**src/rtl/demux_four_stream_pkg.sv**
```systemverilog
//------------------------------------------------------------------------------
// Module      : demux_four_stream_pkg
// Description : Shared channel count, select width and channel-index type.
// Revision    : 1.0 - initial release
//------------------------------------------------------------------------------
`default_nettype none

package demux_four_stream_pkg;

    localparam int NUM_OUT = 4;
    localparam int SEL_W   = 2;

    typedef logic [SEL_W-1:0] chan_idx_t;

endpackage

`default_nettype wire

```
**src/rtl/demux_slot.sv**
```systemverilog
//------------------------------------------------------------------------------
// Module      : demux_slot
// Description : One output register stage with valid/ready and a wrapping
//               delivered-word counter.
// Revision    : 1.0 - initial release
//------------------------------------------------------------------------------
`default_nettype none

module demux_slot
    import demux_four_stream_pkg::*;
#(
    parameter int WIDTH = 8,
    parameter int CNT_W = 8
) (
    input  logic             clk,
    input  logic             rst,
    input  logic             load,
    input  logic [WIDTH-1:0] load_data,
    input  logic             out_ready,
    output logic             out_valid,
    output logic [WIDTH-1:0] out_data,
    output logic [CNT_W-1:0] count,
    output logic             slot_ready
);

    logic             r_valid;
    logic [WIDTH-1:0] r_data;
    logic [CNT_W-1:0] r_count;
    logic             w_drain;

    assign w_drain    = r_valid && out_ready;
    assign slot_ready = !r_valid || out_ready;

    always_ff @(posedge clk) begin
        if (rst) begin
            r_valid <= 1'b0;
            r_data  <= '0;
            r_count <= '0;
        end else begin
            // A load in the same cycle as a drain keeps the slot full.
            if (load) begin
                r_valid <= 1'b1;
                r_data  <= load_data;
            end else if (w_drain) begin
                r_valid <= 1'b0;
            end
            if (w_drain) begin
                r_count <= r_count + 1'b1;
            end
        end
    end

    assign out_valid = r_valid;
    assign out_data  = r_data;
    assign count     = r_count;

endmodule

`default_nettype wire

```
**src/rtl/demux_four_stream.sv**
```systemverilog
//------------------------------------------------------------------------------
// Module      : demux_four_stream
// Description : Registered 1-to-4 stream demultiplexer with per-channel
//               output registers and delivered-word counters.
// Revision    : 1.0 - initial release
//------------------------------------------------------------------------------
`default_nettype none

module demux_four_stream
    import demux_four_stream_pkg::*;
#(
    parameter int WIDTH = 8,
    parameter int CNT_W = 8
) (
    input  logic                     clk,
    input  logic                     rst,
    input  logic [WIDTH-1:0]         in_data,
    input  chan_idx_t                in_sel,
    input  logic                     in_valid,
    output logic                     in_ready,
    output logic [NUM_OUT*WIDTH-1:0] out_data,
    output logic [NUM_OUT-1:0]       out_valid,
    input  logic [NUM_OUT-1:0]       out_ready,
    output logic [NUM_OUT*CNT_W-1:0] out_count
);

    logic [NUM_OUT-1:0] w_slot_ready;
    logic [NUM_OUT-1:0] w_load;
    logic               w_accept;

    // Readiness depends only on the addressed slot, never on in_valid.
    assign in_ready = !rst && w_slot_ready[in_sel];
    assign w_accept = in_valid && in_ready;

    always_comb begin
        w_load = '0;
        for (int i = 0; i < NUM_OUT; i++) begin
            w_load[i] = w_accept && (in_sel == SEL_W'(i));
        end
    end

    generate
        for (genvar gi = 0; gi < NUM_OUT; gi++) begin : g_slot
            demux_slot #(
                .WIDTH (WIDTH),
                .CNT_W (CNT_W)
            ) u_slot (
                .clk        (clk),
                .rst        (rst),
                .load       (w_load[gi]),
                .load_data  (in_data),
                .out_ready  (out_ready[gi]),
                .out_valid  (out_valid[gi]),
                .out_data   (out_data[gi*WIDTH +: WIDTH]),
                .count      (out_count[gi*CNT_W +: CNT_W]),
                .slot_ready (w_slot_ready[gi])
            );
        end
    endgenerate

endmodule

`default_nettype wire
```
**config.mk**
```make
export PLATFORM = sky130hd
export DESIGN_NAME = demux_four_stream
export DESIGN_NICKNAME = d
export VERILOG_FILES = /design/src/rtl/demux_four_stream_pkg.sv /design/src/rtl/demux_slot.sv /design/src/rtl/demux_four_stream.sv
export SDC_FILE = /design/constraint.sdc
export NUM_CORES = 1
export LEC_CHECK = 0
export ABC_AREA = 1
export CORE_MARGIN = 5
export CORE_UTILIZATION = 45
export CTS_BUF_LIST = sky130_fd_sc_hd__clkbuf_2
export CTS_CLUSTER_SIZE = 10
export DETAILED_ROUTE_END_ITERATION = 8
export GPL_ROUTABILITY_DRIVEN = 0
export HOLD_SLACK_MARGIN = 0.03
export PLACE_DENSITY = 0.76
export SETUP_SLACK_MARGIN = 0.5
export SLEW_MARGIN = 5
export SYNTH_ARGS = -nofsm -noshare
export SYNTH_HDL_FRONTEND = slang
export SYNTH_SLANG_ARGS = --single-unit
```
**constraint.sdc**
```tcl
create_clock -name clk -period 1.5 [get_ports clk]
set_clock_uncertainty 0.2 [all_clocks]
set_input_delay 0.3 -clock clk [delete_from_list [all_inputs] [get_ports clk]]
set_output_delay 0.3 -clock clk [all_outputs]
set_load 0.005 [all_outputs]
```
==> metrics.md, run 1 <==
| Metric | Value |
|---|---|
| Clock buffer depth | `2` |
| Endpoints failing hold | `0` |
| Core area | `0.007137 mm2` |
| Root Driver | `clkbuf_2` |
| Die Ht | `95.11 um` |
| Syn_nets | `515` |
| WP depth | `6` |
| Nets | `701` |
| Detailed placer's ending HPWL | `6.496 mm` |
| Cell Pwr Density | `570.0 mW/mm2` |
| Worst min path class | `flop to flop` |
| Worst Reg2Reg Path Length in Cells | `13` |
| Setup-failing EPs final | `65` |
| Antenna fix cells | `0` |
| Fin Hold WS | `0.3134 ns` |
| Logic gate share of total power | `17.4%` |
| CP Max Fanout | `3` |
| Final-report max-slew violation count | `0` |
| Layout cells sized above 1 | `54.60%` |
| PortBufs | `85` |
| Initial antenna violation count | `0` |
| Failing checks | `negative setup slack` |
| Ports | `86` |
| Worst Tran Pin Value | `0.3271 ns` |
| Max-Cap Viols | `0` |
| Critical Setup Path Class | `input port to output port` |
| DRT Wirelength | `11.93 mm` |
| Worst Path Buf+Inv | `2` |
| Tmin final | `1.887 ns` |
| Flop pwr share | `between 50% and 60%` |
| Crit-path most repeated cell | `nor2_4` |
| Post-synth top area cell | `dfxtp_1` |
| Hold buffers post-CTS | `0` |
| Mean Syn Cell Area | `6.598 um2` |
| 1st-iter DRT viols | `205` |
| Residual DRC | `0` |
| Vias | `3974` |
| Status | `finished, violations left` |
| Routed Antenna Nets | `0` |
| Critical Path, Cell by Cell | `clkdlybuf4s50_1, nor2_4, nand2_2, nand3_2, nor2_4, buf_6` |
| Biggest cell delay along the critical path | `0.60 ns` |
| Endpoint type of the worst setup path | `output port` |
| Fmax | `between 500 and 600 MHz` |
| Post-synth EDFFs | `0` |
| TritonCTS sink count | `~70` |
| Top delay family on crit path | `buffers and inverters` |
| Ys async rst share | `0%` |
| Synth Instances | `roughly 490` |
| Clock power frac | `approximately a quarter` |
| Worst path arrival time | `between 1 and 1.5 ns` |
| Most frequent cells in the layout | `94 x inv_1, 89 x nand2_1, 71 x buf_6, 71 x buf_4, 60 x dfxtp_2` |
| Lkg Pwr | `2.848 nW` |
| CTS Buf Count | `9` |
| WL/cell | `15.22 um` |
| Die ar. | `0.009045 mm2` |
| Max VDD drop | `541.5 uV` |
| Synthesized area | `0.003259 mm2` |
| Commonest non-fill, non-tap cell in the layout | `inv_1` |
| Top_reg_cell synth | `dfxtp_1` |
| First-pass GRT wire length | `16.63 mm` |
| Std-Cell Rows | `31` |
| Worst-Skew Late Latency | `a little over 0.5 ns` |
| YS warnings | `0` |
| Vias in the first global route | `around 3.6k` |
| Post-synth cell types | `22` |
| Largest net degree at the start of global routing | `34` |
| Pre-antenna DRT Iters | `5` |
| Switching share of power | `29.85%` |
| Area grow syn2layout | `78.81%` |
| DR vias/cell | `5.069` |
| GR Overflow Total | `0` |
| Total power | `3.322 mW` |
| Final worst-path cycle share | `125.8%` |
| Total GRT Usage | `23.36%` |
| CTS tree | `yes` |
| Relative slew slack | `78.19%` |
| RSZ-0062 raised after global routing | `true` |
| Switch Pwr | `between 0.9 and 1 mW` |
| Starting Density | `between 40% and 50%` |
| H-tree depth | `3` |
| Clock-pin slew on the worst setup and hold paths | `0.18 ns` |
| Die width | `95.11 um` |
| Top post-synthesis cells by area | `dfxtp_1 42%, nand2_1 14%, inv_1 13%, nor2_1 8.2%, nand4_1 6.7%` |
| Top cell type's share of synthesized area | `41.77%` |
| Data required time of the worst path | `1.00 ns` |
| Min setup slack post-route | `-0.3866 ns` |
| Crit-path slowest cell | `clkdlybuf4s50_1` |
| Pint | `2.330 mW` |
| Post-synthesis sequential area ratio | `a little over two fifths` |
| Post-synthesis register bit count | `68` |
| CP Launch Type | `input port` |
| Worst hold stages | `4` |
==> layer usage <==
| metal | wire length, um | GRT usage, % | part of all wire (%) |
|---|---|---|---|
| met5 | 0 | 0 | 0 |
| met4 | 340 | 7.813 | 2.8 |
| met3 | 581 | 4.104 | 4.9 |
| met2 | 6391 | 41.34 | 54 |
| met1 | 4618 | 28.43 | 39 |
==> cell families (layout without fill, tap and decap cells) <==
logic type               count (synthesis)  count (layout)  share of synthesized area, %
buffers and inverters                  130             317                         16.12
AO/OA/AOI/OAI                           33              33                         5.298
AND/OR/NAND/NOR                        258             262                         35.01
XOR/XNOR                                 1               1                        0.2688
flip-flops                              68              68                         41.77
adder cells (fa/ha/maj)                  4               4                         1.536
==> area by class of cell <==
type	instances	area, um2
fillers	467	1309
clock buffers	12	60.06
multi-input cells	300	1963
repair buffers	189	1735
inverters	112	460.4
flip-flops and latches	68	1466
well taps	99	123.9
clock inverters	4	18.77
==> what timing repair did <==
| action | 4_1_cts | 5_1_grt |
|---|---|---|
| endpoints found under the setup margin | 137 | 137 |
| gates resized for setup | 426 | 75 |
| buffers inserted | 37 | 25 |
| pin swaps | 50 | 45 |
| gates cloned | 4 | 0 |
==> power groups by stage <==
| stage | Clock (mW) | Sequential, mW | Combinational (mW) |
|---|---|---|---|
| floorplan | 0 | 1.90 | 0.243 |
| global placement | 0 | 1.90 | 0.451 |
| detailed placement | 0 | 1.90 | 0.464 |
| CTS | 0.887 | 1.86 | 0.506 |
| global route | 1.00 | 1.87 | 0.620 |
| finish | 0.880 | 1.86 | 0.577 |
==> worst reg2reg max path: cells and delay by family, from the launching register on <==
| kind | cells | cell delay (ns) |
|---|---|---|
| buffers and inverters | 6 | 0.55 |
| flip-flops | 1 | 0.37 |
| AND/OR/NAND/NOR | 7 | 0.64 |
==> path summary, 6_finish.rpt <==
check / start / endpoint / slack, ns
setup / recovery: out_ready[2] / in_ready / -0.39
hold / removal: g_slot[3].u_slot.out_data[2] / g_slot[3].u_slot.out_data[2] / 0.31
setup reg to reg: g_slot[0].u_slot.out_valid / g_slot[0].u_slot.count[7] / -0.26
hold reg to reg: g_slot[3].u_slot.out_data[2] / g_slot[3].u_slot.out_data[2] / 0.31
==> synth_stat cells, types with 2 or more instances <==
master / instances
nand2_1: 122
inv_1: 111
nor2_1: 71
dfxtp_1: 68
nand4_1: 35
a21oi_1: 19
o21ai_0: 12
nand3_1: 11
clkbuf_1: 9
nor2_2: 5
nor3_1: 5
buf_4: 4
ha_1: 4
nand4_2: 4
buf_6: 3
nor3b_1: 3
a31o_2: 2
buf_1: 2
==> through the flow <==
stage	setup slack [ns]	cell area (um2)	util, %	TNS (ns)	instances
after floorplan	0.1019	3570	-	0	494
after global placement	-0.8111	4766	66.78	-29.71	702
after detailed placement	-0.8213	4766	66.78	-32.00	702
after CTS	-0.3549	5340	74.82	-3.084	759
after global routing	-0.4482	5828	81.66	-14.42	784
final	-0.3866	5828	81.66	-8.176	784
==> flip-flops by register name, indices dropped and copies added, names as in the netlist <==
register,flops
g_slot.u_slot.count,32
g_slot.u_slot.out_data,32
g_slot.u_slot.out_valid,4
Note: power is estimated with default switching activity, not from simulation.
==> inputs of run 2 (changes only) <==
Settings changed: HOLD_SLACK_MARGIN 0.03 to not set.
==> results of run 2 <==
Final layout, timing and power as in run 1 (identical DEF).
